File: config.mk
export PLATFORM = sky130hd
export DESIGN_NAME = if_id_stall_ctrl
export DESIGN_NICKNAME = d
export VERILOG_FILES = /design/src/rtl/pipeline_pkg.sv /design/src/rtl/sat_counter.sv /design/src/rtl/if_id_stall_ctrl.sv
export SDC_FILE = /design/constraint.sdc
export NUM_CORES = 1
export LEC_CHECK = 0
export BUFFER_PORTS_ARGS = -buffer_cell sky130_fd_sc_hd__clkbuf_2
export CAP_MARGIN = 15
export CELL_PAD_IN_SITES_DETAIL_PLACEMENT = 0
export CELL_PAD_IN_SITES_GLOBAL_PLACEMENT = 1
export CORE_MARGIN = 2
export CORE_UTILIZATION = 39
export DETAILED_ROUTE_END_ITERATION = 12
export GPL_ROUTABILITY_DRIVEN = 0
export PLACE_DENSITY = 0.89
export REMOVE_ABC_BUFFERS = 1
export SLEW_MARGIN = 20
export SYNTH_ARGS = -nofsm -noshare
export SYNTH_HDL_FRONTEND = slang
export SYNTH_SLANG_ARGS = --single-unit
File: constraint.sdc
create_clock -name clock -period 2.2 [get_ports clock]
set_clock_uncertainty 0.2 [all_clocks]
set_input_delay 0.44 -clock clock [delete_from_list [all_inputs] [get_ports clock]]
set_output_delay 0.44 -clock clock [all_outputs]
set_load 0.01 [all_outputs]
File: src/rtl/pipeline_pkg.sv
// Shared pipeline constants and the IF/ID stall controller state type.
// Latency: n/a (declarations only).
// Backpressure: n/a.
//
// Contents: NOP encoding, load-word opcode, and the stall FSM state enum.
package pipeline_pkg;

  // All-zero word decodes as a NOP in this pipeline.
  localparam logic [31:0] NOP_INSTR = 32'h0000_0000;

  // Load-word major opcode, used by the hazard detector and test stimulus.
  localparam logic [5:0] OPCODE_LW = 6'b100011;

  typedef enum logic [1:0] {
    RUN     = 2'd0,
    STALL   = 2'd1,
    RELEASE = 2'd2
  } stall_state_t;

endpackage

File: src/rtl/sat_counter.sv
// Saturating event counter: counts inc pulses, sticks at all-ones.
// Latency: count reflects an inc one clock after it is sampled.
// Backpressure: none; inc is sampled every cycle.
//
// Ports: clock, reset_n (async active-low), inc (count enable), count (CNT_W value).
module sat_counter #(
  parameter int CNT_W = 16
) (
  input  logic             clock,
  input  logic             reset_n,
  input  logic             inc,
  output logic [CNT_W-1:0] count
);

  localparam logic [CNT_W-1:0] ONE  = {{(CNT_W-1){1'b0}}, 1'b1};
  localparam logic [CNT_W-1:0] FULL = {CNT_W{1'b1}};

  always_ff @(posedge clock or negedge reset_n) begin
    if (!reset_n) begin
      count <= '0;
    end else if (inc && (count != FULL)) begin
      count <= count + ONE;
    end
  end

endmodule

File: src/rtl/if_id_stall_ctrl.sv
// IF/ID register owner: turns load-use stall requests into a bounded freeze plus ID/EX bubble, applies flushes.
// Latency: freeze/bubble/pc_write_en are combinational (same cycle); IF/ID register updates on the next edge.
// Backpressure: a freeze holds PC and IF/ID for exactly STALL_CYCLES cycles; flush_req always overrides a freeze.
//
// Ports:
//   clock, reset_n                 clock and async active-low reset
//   stall_req, flush_req           hazard request (same-cycle) and taken branch/jump squash
//   instruction_f, pc_plus4_f      fetch stage inputs
//   instruction_d, pc_plus4_d      IF/ID register contents
//   pc_write_en, id_ex_bubble      PC update enable, NOP insertion into ID/EX
//   stall_active                   freeze in progress
//   stall_cycles_o, flush_cycles_o saturating perf counters (present only when STALL_PERF_CNT_EN is defined)
// Optional feature macro: STALL_PERF_CNT_EN
module if_id_stall_ctrl
  import pipeline_pkg::*;
#(
  parameter int STALL_CYCLES = 1,
  parameter int CNT_W        = 16
) (
  input  logic             clock,
  input  logic             reset_n,
  input  logic             stall_req,
  input  logic             flush_req,
  input  logic [31:0]      instruction_f,
  input  logic [31:0]      pc_plus4_f,
  output logic [31:0]      instruction_d,
  output logic [31:0]      pc_plus4_d,
  output logic             pc_write_en,
  output logic             id_ex_bubble,
  output logic             stall_active,
  output logic [CNT_W-1:0] stall_cycles_o,
  output logic [CNT_W-1:0] flush_cycles_o
);

  // Down-counter reload: the accepting RUN cycle is the first frozen cycle.
  localparam logic [2:0] CNT_LOAD = 3'(STALL_CYCLES - 1);

  stall_state_t state;
  logic [2:0]   cnt;
  logic         freeze;

  // RELEASE never freezes, which guarantees one advancing cycle so the
  // detector cannot keep re-stalling on the instruction it is holding.
  always_comb begin
    freeze = 1'b0;
    if (!flush_req) begin
      freeze = (state == STALL) || ((state == RUN) && stall_req);
    end
  end

  // Reset forces the pipe quiet: no PC update and a bubble into ID/EX.
  assign pc_write_en  = reset_n & ~freeze;
  assign id_ex_bubble = ~reset_n | freeze;
  assign stall_active = reset_n & freeze;

  always_ff @(posedge clock or negedge reset_n) begin
    if (!reset_n) begin
      state         <= RUN;
      cnt           <= 3'd0;
      instruction_d <= NOP_INSTR;
      pc_plus4_d    <= 32'h0;
    end else if (flush_req) begin
      // Flush wins in every state and cancels any freeze in progress.
      state         <= RUN;
      cnt           <= 3'd0;
      instruction_d <= NOP_INSTR;
      pc_plus4_d    <= 32'h0;
    end else begin
      case (state)
        RUN: begin
          if (stall_req) begin
            cnt   <= CNT_LOAD;
            state <= (STALL_CYCLES == 1) ? RELEASE : STALL;
          end else begin
            instruction_d <= instruction_f;
            pc_plus4_d    <= pc_plus4_f;
          end
        end
        STALL: begin
          cnt <= cnt - 3'd1;
          if (cnt == 3'd1) begin
            state <= RELEASE;
          end
        end
        RELEASE: begin
          instruction_d <= instruction_f;
          pc_plus4_d    <= pc_plus4_f;
          state         <= RUN;
        end
        default: begin
          state <= RUN;
          cnt   <= 3'd0;
        end
      endcase
    end
  end

`ifdef STALL_PERF_CNT_EN
  sat_counter #(.CNT_W(CNT_W)) u_stall_cnt (
    .clock   (clock),
    .reset_n (reset_n),
    .inc     (freeze),
    .count   (stall_cycles_o)
  );

  sat_counter #(.CNT_W(CNT_W)) u_flush_cnt (
    .clock   (clock),
    .reset_n (reset_n),
    .inc     (flush_req),
    .count   (flush_cycles_o)
  );
`else
  assign stall_cycles_o = '0;
  assign flush_cycles_o = '0;
`endif

endmodule

Word-level counts from Yosys, hierarchy flattened
Cells that the tools add are included.
{ "word_totals": {"wordCells": 38, "in_bits": 68, "ff_bits": 69} }
{ "classes": {"bitwise": 5, "n_eq_ne": 7, "n_reduce_logical": 7, "n_addsub": 1, "muxes": 14} }
{ "op_table": {"columns": ["cell", "n"], "rows": [
  ["$mux W32", 4],
  ["$pmux W32 S2", 2],
  ["$pmux W3 S3", 1],
  ["$mux W2", 3],
  ["$mux W3", 2],
  ["$ne A3 B3 Y1 const B", 2],
  ["$reduce_and A2 Y1", 3],
  ["$pmux W2 S2", 1],
  ["$eq A3 B1 Y1 const B", 1],
  ["$ne A3 B2 Y1 const B", 1],
  ["$reduce_bool A3 Y1", 1],
  ["$sub A3 B1 Y3 const B", 1],
  ["$and A1 B1 Y1", 2],
  ["$eq A2 B1 Y1 const B", 1],
  ["$eq A2 B2 Y1 const B", 1],
  ["$logic_not A2 Y1", 1],
  ["$ne A2 B2 Y1 const B", 1],
  ["$not A1 Y1", 2],
  ["$logic_and A1 B1 Y1", 1],
  ["$logic_or A1 B1 Y1", 1],
  ["$mux W1", 1],
  ["$or A1 B1 Y1", 1]
]} }

Logic depth before layout (Yosys ltp)
Gate-level depths: netlist of run 1.
{ "logic_depth": {"ltp_word": 6, "ltp_mapped": 4, "ltp_nobuf": 2} }

Worst setup path after synthesis of run 1
Ideal clock, no wire load.
{ "synth_path": {"path_kind": "in2out", "startpoint": "in stall_req", "endpoint": "out stall_active", "t_arrival_ns": 0.931, "stages": 3, "path_buffers": 1, "setup_slack_ns": 0.629, "required_ns": 1.560, "cell_sequence": "buf_2 > nand2b_4 > nor3b_2"} }
{ "synth_via": {"elab_chain_cells": 4} }
{ "synth_lines": {"columns": ["element", "line_no", "source"], "rows": [
  ["start: declaration", "if_id_stall_ctrl.sv:22", "input logic stall_req,"],
  ["$logic_and A1 B1 Y1", "if_id_stall_ctrl.sv:47", "freeze = (state == STALL) || ((state == RUN) && stall_req);"],
  ["$logic_or A1 B1 Y1", "if_id_stall_ctrl.sv:47", null],
  ["$mux W1", "if_id_stall_ctrl.sv:46", "if (!flush_req) begin"],
  ["$and A1 B1 Y1", "if_id_stall_ctrl.sv:54", "assign stall_active = reset_n & freeze;"],
  ["end: declaration", "if_id_stall_ctrl.sv:30", "output logic stall_active,"]
]} }
No other way between the ends.

Worst setup path in the final report of run 1
{ "layout_path": {"startpoint": "in reset_n", "endpoint": "out stall_active"} }
{ "layout_via": {"elab_chain_cells": 1} }
{ "layout_lines": {"columns": ["element", "line_no", "source"], "rows": [
  ["start: declaration", "if_id_stall_ctrl.sv:21", "input logic reset_n,"],
  ["$and A1 B1 Y1", "if_id_stall_ctrl.sv:54", null]
]} }
No other way between the ends.

==> impl_metrics.sql, run 1 <==
INSERT INTO impl_metrics (metric_group, metric, value, unit) VALUES
('critical_path', 'worst-endpoint-arrival', '1.48', 'ns'),
('sta', 'rsz0062_at_grt', 'false', ''),
('critical_path', 'crit_path_start_kind', 'input pin', ''),
('grt', 'grt-busiest-layer', 'met2', ''),
('grt', 'grt_util_met2', '24.7', '%'),
('layout', 'fill_cells', '916', ''),
('clocking', 'clk_pin_slew_worst_paths', '0.07', 'ns'),
('critical_path', 'critical_path_cell_count', '4', ''),
('clocking', 'max-clock-path-buffers', '2', ''),
('layout', 'area_delta_synth_final', '19.7', '%'),
('routing', 'drc_errors', '0', ''),
('critical_path', 'timing_worst_setup_path_type', 'in -> out', ''),
('sta', 'slew_headroom', '48.4', '%'),
('yosys', 'synth_seq_cells', '65', ''),
('routing', 'routed_wl', '8450', 'um'),
('place', 'post-place-cells', '570', ''),
('power', 'clock_power_share', '38.0', '%'),
('sta', 'fin_setup_tns', '0', 'ns'),
('yosys', 'syn_area', '0.00387', 'mm^2'),
('yosys', 'synth.top_cell.area_share', '42.0', '%'),
('clocking', 'cts_bufs_inserted', '9', ''),
('grt', 'pin_count_of_the_biggest_net_entering_global_routing', '83', ''),
('grt', 'initial_antenna_violation_count', '0', ''),
('sta', 'setup_violations', '0', ''),
('yosys', 'yosysSeqAreaShare', '42.0', '%'),
('layout', 'number_of_diodes_added_for_antenna_fixing', '0', ''),
('layout', 'post_route_cells_drive_above_1_share', '48.7', '%'),
('sta', 'tightestPinTransition', '0.775', 'ns'),
('yosys', 'avgSynthCellArea', '11.7', 'um^2'),
('critical_path', 'timing.reg2reg.setup_slack', '0.59', 'ns'),
('layout', 'layout_common_cells', 'clkbuf_2, nand2b_1, nand4bb_1, dfrtp_1, o21ai_2', ''),
('power', 'p_sw', '0.797', 'mW'),
('clocking', 'tritoncts', 'done', ''),
('power', 'power.sequential.fraction', '44.2', '%'),
('sta', 'final_period_minus_worst_setup_slack', '2.12', 'ns'),
('power', 'total_leakage_power', '2.20', 'nW'),
('critical_path', 'cp.buffers_inverters', '3', ''),
('power', 'power.internal', '2.18', 'mW'),
('critical_path', 'worstSetupEndpointType', 'primary output', ''),
('power', 'worst_ir_drop_vdd', '0.000248', 'V'),
('critical_path', 'crit_chain', 'dlygate4sd3_1, buf_6, nor3b_2, clkbuf_2', ''),
('grt', 'first_global_vias', '2794', ''),
('sta', 'fin_ws', '0.0764', 'ns'),
('clocking', 'cts_root_buffer', 'clkbuf_8', ''),
('place', 'pre_cts_ws', '0.467', 'ns'),
('yosys', 'postSynthCellCount', '331', ''),
('sta', 'finalHoldViolations', '0', ''),
('clocking', 'worst_skew_pair.late_latency', '0.33', 'ns'),
('routing', 'route.vias.total', '2827', ''),
('layout', 'layout.nets', '517', ''),
('die', 'io_pins', '167', ''),
('critical_path', 'worst_path_max_delay_cell', 'dlygate4sd3_1', ''),
('critical_path', 'worst_r2r_path_depth', '4', ''),
('place', 'place.port_buffers', '134', ''),
('critical_path', 'cp_top_family', 'buffers and inverters', ''),
('routing', 'detailedRoute.firstIterationViolations', '90', ''),
('run_status', 'status', 'finished clean', ''),
('critical_path', 'critical_path.max_stage_delay', '0.58', 'ns'),
('yosys', 'ys.warnings.count', '0', ''),
('routing', 'detail_route.wl_per_cell', '14.4', 'um'),
('power', 'powerDensity', '643', 'mW/mm^2'),
('die', 'coreArea', '0.00968', 'mm^2'),
('critical_path', 'critical_path_peak_fanout', '9', ''),
('flow_run', 'max_cap_violations', '0', ''),
('critical_path', 'crit_path_start', 'reset_n', ''),
('sta', 'post-route-period-util', '96.5', '%'),
('critical_path', 'timing.critical_path.required', '1.56', 'ns'),
('layout', 'final-instance-count-excl-fill', '587', ''),
('routing', 'final_antenna_net_count', '0', ''),
('layout', 'final_common_cell', 'clkbuf_2', ''),
('die', 'chipWidth', '104', 'um');
-- cells by family (layout without fill, tap and decap cells) --
family | count (synthesis) | in the layout | synth area share [%]
compound gates | 66 | 66 | 14.4
flops | 65 | 65 | 42.0
simple gates | 132 | 132 | 30.0
buf+inv | 67 | 159 | 13.5
other cells | 1 | 32 | 0.0969
-- registers in the layout, summed over array words and instances, names as in the netlist --
register       count
instruction_d     32
state              1
pc_plus4_d        32
-- worst register-to-register path, stage by stage (launching register included) --
cell and delay [ns]:
dfrtp_2 0.41, buf_4 0.23, nor2b_4 0.18, buf_4 0.34, o21ai_1 0.13
-- stage by stage --
stage / total power [mW] / hold WS, ns / area, um^2 / utilization [%]
global route: 3.12 / 0.125 / 4640 / 47.9
finish: 2.98 / 0.125 / 4640 / 47.9
global placement: 1.87 / 0.0613 / 4400 / 45.4
CTS: 3.03 / 0.103 / 4630 / 47.8
detailed placement: 1.88 / 0.0654 / 4400 / 45.4
floorplan: 1.61 / -0.0556 / 3460 / -
-- power groups by stage --
stage	sequential [mW]	clock [mW]	combinational [mW]
6_report	1.32	1.13	0.532
5_1_grt	1.33	1.21	0.585
4_1_cts	1.32	1.17	0.540
3_5_place_dp	1.34	0	0.537
3_3_place_gp	1.34	0	0.529
2_1_floorplan	1.38	0	0.227
-- layer usage --
layer	wire length, um	up-vias
li1	-	1350
met1	3850	1356
met2	3990	111
met3	510	10
met4	95	0
met5	0	-
-- cell usage after synthesis --
| cell | count |
|---|---|
| o21ai_1 | 5 |
| clkbuf_1 | 1 |
| conb_1 | 1 |
| dfrtp_1 | 65 |
| buf_8 | 1 |
| buf_4 | 33 |
| nor2_1 | 1 |
| o21ai_2 | 60 |
| o21a_1 | 1 |
| clkbuf_4 | 1 |
| nand2b_1 | 64 |
| nor3b_2 | 1 |
| buf_12 | 5 |
| buf_6 | 3 |
| buf_2 | 23 |
| nor2b_2 | 1 |
| nand2b_4 | 1 |
| nand4bb_1 | 64 |
-- layout make-up --
class	instances	area (um^2)	share of cell area, %
clock inverters	1	30.0	0.648
repair buffers	143	772	16.7
flip-flops and latches	65	1630	35.1
multi-input cells	230	1840	39.8
clock buffers	15	196	4.24
well taps	133	166	3.59
-- what timing repair did --
action,in CTS,in global routing
resized for setup,0,1
setup endpoints to repair,0,1
endpoints found under the hold margin,5,0
hold buffers,1,0
-- how the worst min path moves through the flow --
stage                                    to  slack (ns)  cells after the start              start
after CTS                 instruction_d[11]        0.10                      3  instruction_f[11]
after global placement        pc_plus4_d[5]        0.06                      1            reset_n
after global routing      instruction_d[20]        0.13                      3  instruction_f[20]
after floorplan            instruction_d[0]       -0.06                      0            reset_n
after detailed placement      pc_plus4_d[5]        0.07                      1            reset_n
final                     instruction_d[11]        0.13                      3  instruction_f[11]
No activity file was read; power rests on OpenSTA's default activity.
==> run 2, diff against run 1 <==
--- a/config.mk
+++ b/config.mk
@@ -10,10 +10,12 @@
 export CELL_PAD_IN_SITES_DETAIL_PLACEMENT = 0
 export CELL_PAD_IN_SITES_GLOBAL_PLACEMENT = 1
 export CORE_MARGIN = 2
-export CORE_UTILIZATION = 39
+export CORE_UTILIZATION = 40
+export CTS_BUF_LIST = sky130_fd_sc_hd__clkbuf_4 sky130_fd_sc_hd__clkbuf_8
+export CTS_CLUSTER_SIZE = 28
 export DETAILED_ROUTE_END_ITERATION = 12
 export GPL_ROUTABILITY_DRIVEN = 0
-export PLACE_DENSITY = 0.89
+export PLACE_DENSITY = 0.91
 export REMOVE_ABC_BUFFERS = 1
 export SLEW_MARGIN = 20
 export SYNTH_ARGS = -nofsm -noshare
==> run 2 against run 1 <==
  * Clock power is 24% lower
  * Combinational power hardly changed
  * Non-clock buffer count is 2 higher
  * Sequential power hardly changed
  * Largest cell class unchanged
  * Die area is 2.4% lower
  * Worst setup slack better by 0.24 ns
  * Via count hardly changed
  * Cell count is 0.85% lower
  * Sequential cell count stayed put
  * Worst hold slack worse by 0.052 ns
  * Power is 9.1% lower
  * Register-to-register slack better by 0.05 ns
==> impl_metrics.sql, run 2 (synthesized netlist as in run 1, its figures left out) <==
INSERT INTO impl_metrics (metric_group, metric, value, unit) VALUES
('die', 'initial_core_util', '41.5', '%'),
('place', 'place.port_buffers', '134', ''),
('routing', 'first_pass_iters', '4', ''),
('clocking', 'cts.sink_count', '65', ''),
('layout', 'final_common_cell', 'clkbuf_2', ''),
('layout', 'registers_with_the_highest_flip_flop_counts', 'instruction_d (32), pc_plus4_d (32), state (1)', ''),
('sta', 'finalHoldViolations', '0', ''),
('power', 'total_leakage_power', '2.18', 'nW'),
('sta', 'slew_headroom', '43.0', '%'),
('layout', 'area_delta_synth_final', '18.1', '%'),
('layout', 'layout.nets', '519', ''),
('routing', 'route.vias.total', '2829', ''),
('grt', 'initial_antenna_violation_count', '0', ''),
('critical_path', 'critical_path_peak_fanout', '4', ''),
('critical_path', 'cp.buffers_inverters', '1', ''),
('layout', 'post_route_cells_drive_above_1_share', '48.8', '%'),
('routing', 'routed_wl', '8300', 'um'),
('run_status', 'status', 'finished clean', ''),
('critical_path', 'crit_path_start_kind', 'flip-flop', ''),
('clocking', 'tritoncts', 'done', ''),
('grt', 'first_global_vias', '2672', ''),
('grt', 'pin_count_of_the_biggest_net_entering_global_routing', '63', ''),
('routing', 'detail_route.wl_per_cell', '14.3', 'um'),
('critical_path', 'cp_top_family', 'flip-flops', ''),
('routing', 'drc_errors', '0', ''),
('sta', 'setup_violations', '0', ''),
('die', 'io_pins', '167', ''),
('routing', 'final_antenna_net_count', '0', ''),
('clocking', 'clk_pin_slew_worst_paths', '0.07', 'ns'),
('sta', 'rsz0062_at_grt', 'false', ''),
('clocking', 'htree_levels', '3', ''),
('layout', 'core_occupancy_in_the_finished_layout', '49.0', '%'),
('sta', 'final_period_minus_worst_setup_slack', '1.89', 'ns'),
('layout', 'final-instance-count-excl-fill', '582', ''),
('worst_hold_path', 'hp-class', 'in -> async', ''),
('clocking', 'max-clock-path-buffers', '2', ''),
('sta', 'post-route-period-util', '85.7', '%'),
('grt', 'gr-total-overflow', '0', ''),
('die', 'chipHeight', '102', 'um'),
('critical_path', 'worst_path_max_delay_cell', 'dfrtp_2', ''),
('place', 'post-place-cells', '568', ''),
('critical_path', 'crit_chain', 'nand2b_4, nor3b_2, clkbuf_2', ''),
('critical_path', 'critical_path.max_stage_delay', '0.41', 'ns'),
('die', 'coreArea', '0.00933', 'mm^2'),
('routing', 'detailedRoute.firstIterationViolations', '90', ''),
('sta', 'maxSlewViolCount', '0', ''),
('sta', 'achievable-frequency', '0.530', 'GHz'),
('layout', 'layout_common_cells', 'clkbuf_2, nand2b_1, nand4bb_1, dfrtp_1, o21ai_2', ''),
('clocking', 'cts_bufs_inserted', '9', ''),
('place', 'detailed_placement_hpwl', '5680', 'um'),
('clocking', 'worst_skew_pair.late_latency', '0.32', 'ns'),
('layout', 'fill_cells', '899', ''),
('grt', 'grt_pass1_wl', '13200', 'um'),
('grt', 'grt_use_total', '15.9', '%'),
('clocking', 'post_cts_resize_count', '0', ''),
('critical_path', 'worstSetupEndpointType', 'primary output', ''),
('layout', 'number_of_diodes_added_for_antenna_fixing', '0', ''),
('power', 'worst_ir_drop_vdd', '0.000246', 'V'),
('die', 'chipWidth', '102', 'um'),
('critical_path', 'timing_worst_setup_path_type', 'reg -> out', ''),
('flow_run', 'max_cap_violations', '0', ''),
('die', 'fp-row-count', '35', ''),
('critical_path', 'critical_path.reg2reg.startpoint', 'state[1]', ''),
('critical_path', 'worst-endpoint-arrival', '1.25', 'ns'),
('clocking', 'post-cts-setup-buffers', '0', ''),
('critical_path', 'timing.reg2reg.setup_slack', '0.64', 'ns'),
('clocking', 'cts_root_buffer', 'clkbuf_8', ''),
('critical_path', 'worstReg2RegEnd', 'instruction_d[13]', ''),
('critical_path', 'timing.critical_path.required', '1.56', 'ns'),
('sta', 'tightestPinTransition', '0.851', 'ns'),
('power', 'powerDensity', '593', 'mW/mm^2'),
('routing', 'route.detailed.vias_per_inst', '4.86', ''),
('critical_path', 'worst_r2r_path_depth', '4', ''),
('die', 'area_of_the_die', '0.0105', 'mm^2');
## run 2: cell types whose count changed in the layout (fill, tap and decap cells not counted), sizes merged
| cell | previous run | this run |
|---|---|---|
| buf | 10 | 12 |
| bufinv | 1 | 0 |
| clkbuf | 147 | 144 |
| clkinv | 0 | 1 |
## run 2: repair_timing
| action | in CTS | in global routing |
|---|---|---|
| hold endpoints to repair | 18 | 0 |
| endpoints found under the setup margin | 0 | 0 |
| hold buffers | 1 | 0 |
## run 2: metrics by stage
stage          hold slack [ns]  instance area [um^2]  setup slack (ns)  total power, mW  TNS (ns)
6_report                0.0735                  4570             0.314             2.71         0
4_1_cts                 0.0765                  4570             0.279             2.75         0
3_5_place_dp             0.145                  4410             0.426             1.88         0
5_1_grt                  0.125                  4570             0.241             2.85         0
2_1_floorplan          -0.0556                  3460             -1.65             1.61    -98.64
3_3_place_gp             0.145                  4410             0.457             1.87         0
## run 2: worst max-delay path by stage
stage / from / endpoint / slack [ns] / cells past startpoint
floorplan: state[1] / instruction_d[10] / -1.65 / 2
global placement: reset_n / stall_active / 0.46 / 3
detailed placement: reset_n / stall_active / 0.43 / 3
CTS: state[1] / stall_active / 0.28 / 3
global route: state[1] / stall_active / 0.24 / 3
finish: state[1] / stall_active / 0.31 / 3
## run 2: final cells by class
cell class | count | area, um^2 | share of cell area (%)
Timing Repair Buffer | 145 | 783 | 17.1
Sequential cell | 65 | 1630 | 35.6
Multi-Input combinational cell | 230 | 1840 | 40.3
Clock buffer | 12 | 153 | 3.34
Tap cell | 129 | 161 | 3.53
Clock inverter | 1 | 5.00 | 0.109
## run 2: routing by layer
metal  routed length (um)  global-route usage, %  up-vias  share of wire, %
li1                     -                      -     1357                 -
met1                 3790                   22.2     1360                46
met2                 3920                   24.5      100                47
met3                  484                   3.56       12               5.8
met4                  103                   5.23        0               1.2
met5                    0                      0        -                 0
## run 2: power breakdown
part           internal (mW)  total [mW]  switching (mW)
sequential              1.27        1.32          0.0464
combinational          0.235       0.534           0.299
clock                  0.445       0.858           0.413
